## src/rtl/azimuth_decoder.sv

```systemverilog
// -----------------------------------------------------------------------------
// azimuth_decoder
//
// Receiver side of the radar azimuth interface. Recovers the antenna azimuth
// count from the raw ARP/ACP lines, measures the ACP period and reports
// link-health problems through sticky flags.
//
// Ports
//   clk          in   1      system clock (50 MHz nominal)
//   rst          in   1      asynchronous active-low reset
//   acp_in       in   1      Azimuth Change Pulse, asynchronous to clk
//   arp_in       in   1      Azimuth Reset Pulse, asynchronous, high only with ACP
//   err_clr      in   1      one-cycle pulse clearing rev_err and acp_timeout
//   azimuth      out  AZ_W   current azimuth count, 0..ACP_PER_REV-1
//   az_valid     out  1      high while locked to the ARP reference
//   acp_strobe   out  1      one-cycle pulse per accepted ACP rising edge
//   rev_strobe   out  1      one-cycle pulse per ARP-qualified ACP edge
//   acp_period   out  PER_W  clk cycles between the last two ACP edges
//   rev_err      out  1      sticky: ARP arrived early or went missing
//   acp_timeout  out  1      sticky: no ACP edge for TIMEOUT_CYC cycles
// -----------------------------------------------------------------------------
module azimuth_decoder #(
    parameter int ACP_PER_REV = 4096,
    parameter int AZ_W        = 12,
    parameter int SYNC_STAGES = 2,
    parameter int PER_W       = 16,
    parameter int TIMEOUT_CYC = 50000
) (
    input  logic             clk,
    input  logic             rst,
    input  logic             acp_in,
    input  logic             arp_in,
    input  logic             err_clr,
    output logic [AZ_W-1:0]  azimuth,
    output logic             az_valid,
    output logic             acp_strobe,
    output logic             rev_strobe,
    output logic [PER_W-1:0] acp_period,
    output logic             rev_err,
    output logic             acp_timeout
);

    localparam int TO_W = $clog2(TIMEOUT_CYC + 1);

    localparam logic [AZ_W-1:0]  AZ_MAX      = AZ_W'(ACP_PER_REV - 1);
    localparam logic [PER_W-1:0] PER_MAX     = {PER_W{1'b1}};
    localparam logic [TO_W-1:0]  IDLE_LAST_S = TO_W'(TIMEOUT_CYC - 1);
    localparam logic [TO_W-1:0]  IDLE_FULL_S = TO_W'(TIMEOUT_CYC);

    typedef enum logic [0:0] {
        ST_SEARCH = 1'b0,
        ST_LOCKED = 1'b1
    } state_t;

    // synchronizers and edge detector
    logic [SYNC_STAGES-1:0] acp_sync_r;
    logic [SYNC_STAGES-1:0] arp_sync_r;
    logic                   acp_prev_r;
    logic                   edge_s;
    logic                   qual_s;

    // state and counters
    state_t                 state_r;
    state_t                 state_next_s;
    logic [AZ_W-1:0]        az_r;
    logic [AZ_W-1:0]        az_next_s;
    logic [TO_W-1:0]        idle_cnt_r;
    logic [TO_W-1:0]        idle_next_s;
    logic [PER_W-1:0]       per_cnt_r;
    logic [PER_W-1:0]       per_cnt_next_s;
    logic                   prev_valid_r;
    logic                   prev_valid_next_s;

    // registered outputs
    logic                   az_valid_r;
    logic                   acp_strobe_r;
    logic                   rev_strobe_r;
    logic [PER_W-1:0]       acp_period_r;
    logic                   rev_err_r;
    logic                   acp_timeout_r;

    logic                   acp_strobe_next_s;
    logic                   rev_strobe_next_s;
    logic [PER_W-1:0]       period_next_s;
    logic                   rev_err_set_s;
    logic                   timeout_set_s;
    logic                   rev_err_next_s;
    logic                   timeout_next_s;

    // Edge of the synchronized ACP; ARP qualifies only in the same cycle.
    assign edge_s = acp_sync_r[SYNC_STAGES-1] & ~acp_prev_r;
    assign qual_s = edge_s & arp_sync_r[SYNC_STAGES-1];

    // Next-state, azimuth tracking, period measurement and timeout detection.
    always_comb begin
        state_next_s      = state_r;
        az_next_s         = az_r;
        idle_next_s       = idle_cnt_r;
        per_cnt_next_s    = per_cnt_r;
        prev_valid_next_s = prev_valid_r;
        period_next_s     = acp_period_r;
        acp_strobe_next_s = 1'b0;
        rev_strobe_next_s = 1'b0;
        rev_err_set_s     = 1'b0;
        timeout_set_s     = 1'b0;

        if (edge_s) begin
            acp_strobe_next_s = 1'b1;
            idle_next_s       = {TO_W{1'b0}};
            per_cnt_next_s    = PER_W'(1);
            prev_valid_next_s = 1'b1;
            // Without a valid prior edge the running count is meaningless.
            if (prev_valid_r) begin
                period_next_s = per_cnt_r;
            end else begin
                period_next_s = acp_period_r;
            end

            case (state_r)
                ST_SEARCH: begin
                    if (qual_s) begin
                        az_next_s         = {AZ_W{1'b0}};
                        rev_strobe_next_s = 1'b1;
                        state_next_s      = ST_LOCKED;
                    end else begin
                        az_next_s = az_r;
                    end
                end
                ST_LOCKED: begin
                    if (qual_s) begin
                        az_next_s         = {AZ_W{1'b0}};
                        rev_strobe_next_s = 1'b1;
                        // ARP anywhere but the last ACP of a revolution is early.
                        rev_err_set_s     = (az_r != AZ_MAX);
                    end else if (az_r == AZ_MAX) begin
                        // Wrapping on our own means the ARP went missing.
                        az_next_s     = {AZ_W{1'b0}};
                        rev_err_set_s = 1'b1;
                    end else begin
                        az_next_s = az_r + AZ_W'(1);
                    end
                end
                default: begin
                    state_next_s = ST_SEARCH;
                    az_next_s    = {AZ_W{1'b0}};
                end
            endcase
        end else begin
            if (per_cnt_r == PER_MAX) begin
                per_cnt_next_s = per_cnt_r;
            end else begin
                per_cnt_next_s = per_cnt_r + PER_W'(1);
            end

            // Counter parks at TIMEOUT_CYC so the loss event fires only once.
            if (idle_cnt_r == IDLE_LAST_S) begin
                idle_next_s       = IDLE_FULL_S;
                timeout_set_s     = 1'b1;
                state_next_s      = ST_SEARCH;
                prev_valid_next_s = 1'b0;
            end else if (idle_cnt_r == IDLE_FULL_S) begin
                idle_next_s = idle_cnt_r;
            end else begin
                idle_next_s = idle_cnt_r + TO_W'(1);
            end
        end

        // Sticky flags: a new event in the clear cycle must not be lost.
        rev_err_next_s = rev_err_set_s | (rev_err_r & ~err_clr);
        timeout_next_s = timeout_set_s | (acp_timeout_r & ~err_clr);
    end

    // All state, synchronizers and registered outputs.
    always_ff @(posedge clk or negedge rst) begin
        if (!rst) begin
            acp_sync_r    <= {SYNC_STAGES{1'b0}};
            arp_sync_r    <= {SYNC_STAGES{1'b0}};
            acp_prev_r    <= 1'b0;
            state_r       <= ST_SEARCH;
            az_r          <= {AZ_W{1'b0}};
            idle_cnt_r    <= {TO_W{1'b0}};
            per_cnt_r     <= {PER_W{1'b0}};
            prev_valid_r  <= 1'b0;
            az_valid_r    <= 1'b0;
            acp_strobe_r  <= 1'b0;
            rev_strobe_r  <= 1'b0;
            acp_period_r  <= {PER_W{1'b0}};
            rev_err_r     <= 1'b0;
            acp_timeout_r <= 1'b0;
        end else begin
            acp_sync_r    <= {acp_sync_r[SYNC_STAGES-2:0], acp_in};
            arp_sync_r    <= {arp_sync_r[SYNC_STAGES-2:0], arp_in};
            acp_prev_r    <= acp_sync_r[SYNC_STAGES-1];
            state_r       <= state_next_s;
            az_r          <= az_next_s;
            idle_cnt_r    <= idle_next_s;
            per_cnt_r     <= per_cnt_next_s;
            prev_valid_r  <= prev_valid_next_s;
            az_valid_r    <= (state_next_s == ST_LOCKED);
            acp_strobe_r  <= acp_strobe_next_s;
            rev_strobe_r  <= rev_strobe_next_s;
            acp_period_r  <= period_next_s;
            rev_err_r     <= rev_err_next_s;
            acp_timeout_r <= timeout_next_s;
        end
    end

    assign azimuth     = az_r;
    assign az_valid    = az_valid_r;
    assign acp_strobe  = acp_strobe_r;
    assign rev_strobe  = rev_strobe_r;
    assign acp_period  = acp_period_r;
    assign rev_err     = rev_err_r;
    assign acp_timeout = acp_timeout_r;

endmodule
```

## config.mk

```make
export PLATFORM = sky130hd
export DESIGN_NAME = azimuth_decoder
export DESIGN_NICKNAME = d
export VERILOG_FILES = /design/src/rtl/azimuth_decoder.sv
export SDC_FILE = /design/constraint.sdc
export NUM_CORES = 1
export LEC_CHECK = 0
export CAP_MARGIN = 15
export CORE_ASPECT_RATIO = 0.5
export CORE_MARGIN = 1.5
export CORE_UTILIZATION = 40
export CTS_CLUSTER_SIZE = 12
export DETAILED_ROUTE_END_ITERATION = 8
export SYNTH_ARGS = -nofsm -noshare
export SYNTH_HDL_FRONTEND = slang
export SYNTH_SLANG_ARGS = --single-unit
```

## constraint.sdc

```tcl
create_clock -name clk -period 2.3 [get_ports clk]
set_clock_uncertainty 0.1 [all_clocks]
set_input_delay 0.575 -clock clk [delete_from_list [all_inputs] [get_ports clk]]
set_output_delay 0.575 -clock clk [all_outputs]
set_load 0.01 [all_outputs]
```

==> run_results.csv <==
group,metric,value,unit
status,status,"finished, final reports clean",
drt,ant_nets,0,
timing,finalHoldViolCount,0,
yosys,seq_area_frac_synth,52.1,%
yosys,synth.mux.area_fraction,5.84,%
die,die_h,68.3,um
final_layout,drive_above_1_share,10.2,%
cts,root_buffer,"clkbuf_16",
grt,use_met3,5.19,%
final_layout,final-seq-area,1780,um^2
critical_path,critPathLaunchType,"flop",
final_layout,nets,380,
critical_path,path_buf_inv,1,
yosys,yosysWarningCount,0,
grt,grt_pass1_wl,12600,um
yosys,synth-main-ff-cell,"dfrtp_1",
drt,vias_per_cell,5.51,
timing,slew_viol_final,0,
grt,grt_pass1_vias,2601,
drt,wl_per_cell,15.4,um
timing,setup_viol,0,
die,floorplan.core_area,8140,um^2
power_and_ir_drop,worst_ir_drop_vdd,0.370,mV
flow_run,drv_cap,0,
final_layout,syn_to_final_growth,22.4,%
cts,cts_hold_repair.buffers,0,
place,globalplace.congestion,0.818,
yosys,synth_nets,339,
grt,top_usage_layer,"met2",
cts,htreeDepth,3,
drt,drt_iter0_drc,187,
critical_path,rrSetupSlack,0.33,ns
yosys,synthCells,330,
place,io_buffers,37,
drt,drt_pre_antenna_iters,4,
yosys,synth_top_family_by_area,"simple AND/OR/NAND/NOR gates",
power_and_ir_drop,power.density,731,nW/um^2
yosys,synth_xor_area_share,4.37,%
final_layout,antenna_cells,0,
die,rows,23,
drt,via_count,2676,
timing,rsz0062_at_grt,"no",
yosys,async_flop_share,100,%
cts,clockBufferDepth,2,
critical_path,crit_path_max_fanout,7,
grt,met2_usage,29.3,%
critical_path,crit_family,"buffers and inverters",
grt,antenna_found_initial,0,
cts,clk_pin_slew_worst_paths,0.05,ns
cts,clock_latency,0.33,ns
drt,drc,0,
yosys,synth_compound_area_share,11.7,%
die,die_area,9120,um^2
timing,period_minus_slack,2.04,ns
place,place_area,3930,um^2
critical_path,critPathRequiredTime,1.62,ns
yosys,synth_simple_gate_area_share,21.8,%
cts,cts.sinks,71,
timing,tightest_slew,0.652,ns
final_layout,final_cell_area,4170,um^2
critical_path,slowest_delay,0.58,ns
yosys,synth_edf_count,0,
cts,cts_buffers,9,
cts,cts_resized,0,
cts,cts_tree,"done",
critical_path,critPathSlowestCell,"clkdlybuf4s50_1",
power_and_ir_drop,p_leak,1.77,nW
yosys,syn_avg_cell_area,10.3,um^2
yosys,ys_types,51,
yosys,synth_fa_ha_area_share,1.47,%
critical_path,critical_path_class,"flop to primary output",
timing,slew_headroom,56.1,%
timing,finalCritPeriodShare,88.7,%
place,dp_hpwl,5060,um
grt,grt_max_degree,59,
grt,grtUsageTotal,18.2,%
hold_path,holdCritPathClass,"input port to async pin",
critical_path,worstPathArrival,1.37,ns
final_layout,fillCellCount,750,
yosys,ys_seq_elements,71,
cts,cts_setup_buffers,0,
grt,grt_overflow,0,
yosys,synth_area,3410,um^2
grt,use_met1,23.4,%
die,start_util,41.8,%
die,chipWidth,134,um
drt,routed_wl,7470,um
timing,clock.fmax,490,MHz
timing,finalSetupTns,0,ns
critical_path,path_cells,"clkdlybuf4s50_1",
critical_path,setup.worst_path.end_class,"primary output",
final_layout,multi_input_area,1540,um^2
die,io_pins,38,
-- cells in the mapped netlist (2+ instances only) --
cell,n,share of area [%]
nor3_1,6,0.88
nor4b_1,3,0.77
a31oi_1,3,0.55
nand3_1,18,2.6
mux2i_1,3,0.88
ha_1,4,1.5
o21ai_0,22,3.2
nand4_1,13,2.4
mux2_2,15,5.0
nand2b_1,7,1.3
clkbuf_1,10,1.1
o31a_1,2,0.51
nor2_1,18,2.0
dfrtp_1,71,52
inv_1,9,0.99
o211ai_1,2,0.44
a2111o_1,3,0.99
nor4_1,4,0.73
and4_1,8,2.1
buf_1,2,0.22
nor3b_1,2,0.44
buf_2,2,0.29
or4_1,4,0.88
a21oi_1,18,2.6
and3_1,7,1.3
and2_1,3,0.55
nand2_1,27,3.0
or3_1,4,0.73
xnor2_1,7,1.8
o31ai_1,3,0.66
xor2_1,10,2.6
-- per-stage QoR --
| stage | cells | hold slack, ns | setup WS (ns) | utilization [%] | power (mW) |
|---|---|---|---|---|---|
| finish | 486 | 0.0442 | 0.260 | 51.2 | 3.05 |
| detailed placement | 472 | 0.238 | 0.373 | 48.2 | 1.88 |
| global placement | 472 | 0.236 | 0.461 | 48.2 | 1.86 |
| global route | 486 | 0.0597 | 0.162 | 51.2 | 3.20 |
| CTS | 486 | 0.0449 | 0.249 | 51.2 | 3.09 |
| floorplan | 330 | 0.179 | 0.529 | - | 1.66 |
-- placed cells by master, fill, tap and decap left out, types with 7 or more instances in the layout --
master	Yosys	layout
a21oi_1	18	18
mux2_2	15	15
nor2_1	18	18
inv_1	9	9
o21ai_0	22	22
and3_1	7	7
xor2_1	10	10
clkbuf_16	0	9
buf_4	0	7
nand2_1	27	27
dfrtp_1	71	71
nand4_1	13	13
clkdlybuf4s50_1	0	36
xnor2_1	7	7
nand2b_1	7	7
and4_1	8	8
nand3_1	18	18
-- flip-flops by register name (all words and copies together) (netlist names), 2 cells and up --
signal	cells
azimuth	12
arp_sync_r	2
idle_cnt_r	16
acp_period	16
acp_sync_r	2
per_cnt_r	16
-- layer usage --
| metal | wire, um | part of all wire [%] |
|---|---|---|
| met4 | 114 | 1.5 |
| met1 | 3750 | 50 |
| met3 | 333 | 4.5 |
| met2 | 3280 | 44 |
| met5 | 0 | 0 |
-- worst paths after layout --
check	startpoint	to	cells past startpoint
min	rst	acp_period[10]	1
min reg2reg	acp_sync_r[0]	acp_sync_r[1]	0
max reg2reg	per_cnt_r[0]	per_cnt_r[9]	5
max in group asynchronous	rst	azimuth[4]	2
max	azimuth[11]	azimuth[11]	1
min in group clk	acp_sync_r[0]	acp_sync_r[1]	0
-- cells by family (layout without fill, tap and decap cells) --
logic type                 count (synthesis)  in the layout
muxes                                     18             18
and+or+nand+nor                          132            132
buffers and inverters                     24             68
DFF                                       71             71
xor gates and xnor gates                  17             17
adders and majority gates                  4              4
AOI/OAI and AO/OA                         64             64
-- power breakdown --
group / leakage (nW) / total, mW / switching, mW / internal (mW)
clock network: 0.122 / 1.20 / 0.484 / 0.714
registers: 0.949 / 1.49 / 0.135 / 1.35
logic: 0.695 / 0.366 / 0.177 / 0.189
-- cell type report --
class / count / share of cell area (%)
Multi-Input combinational cell: 235 / 36.9
Timing Repair Buffer: 45 / 10.5
Clock inverter: 2 / 0.240
Inverter: 9 / 0.810
Sequential cell: 71 / 42.6
Tap cell: 112 / 3.36
Clock buffer: 12 / 5.67
Note: power is estimated with default switching activity, not from simulation.
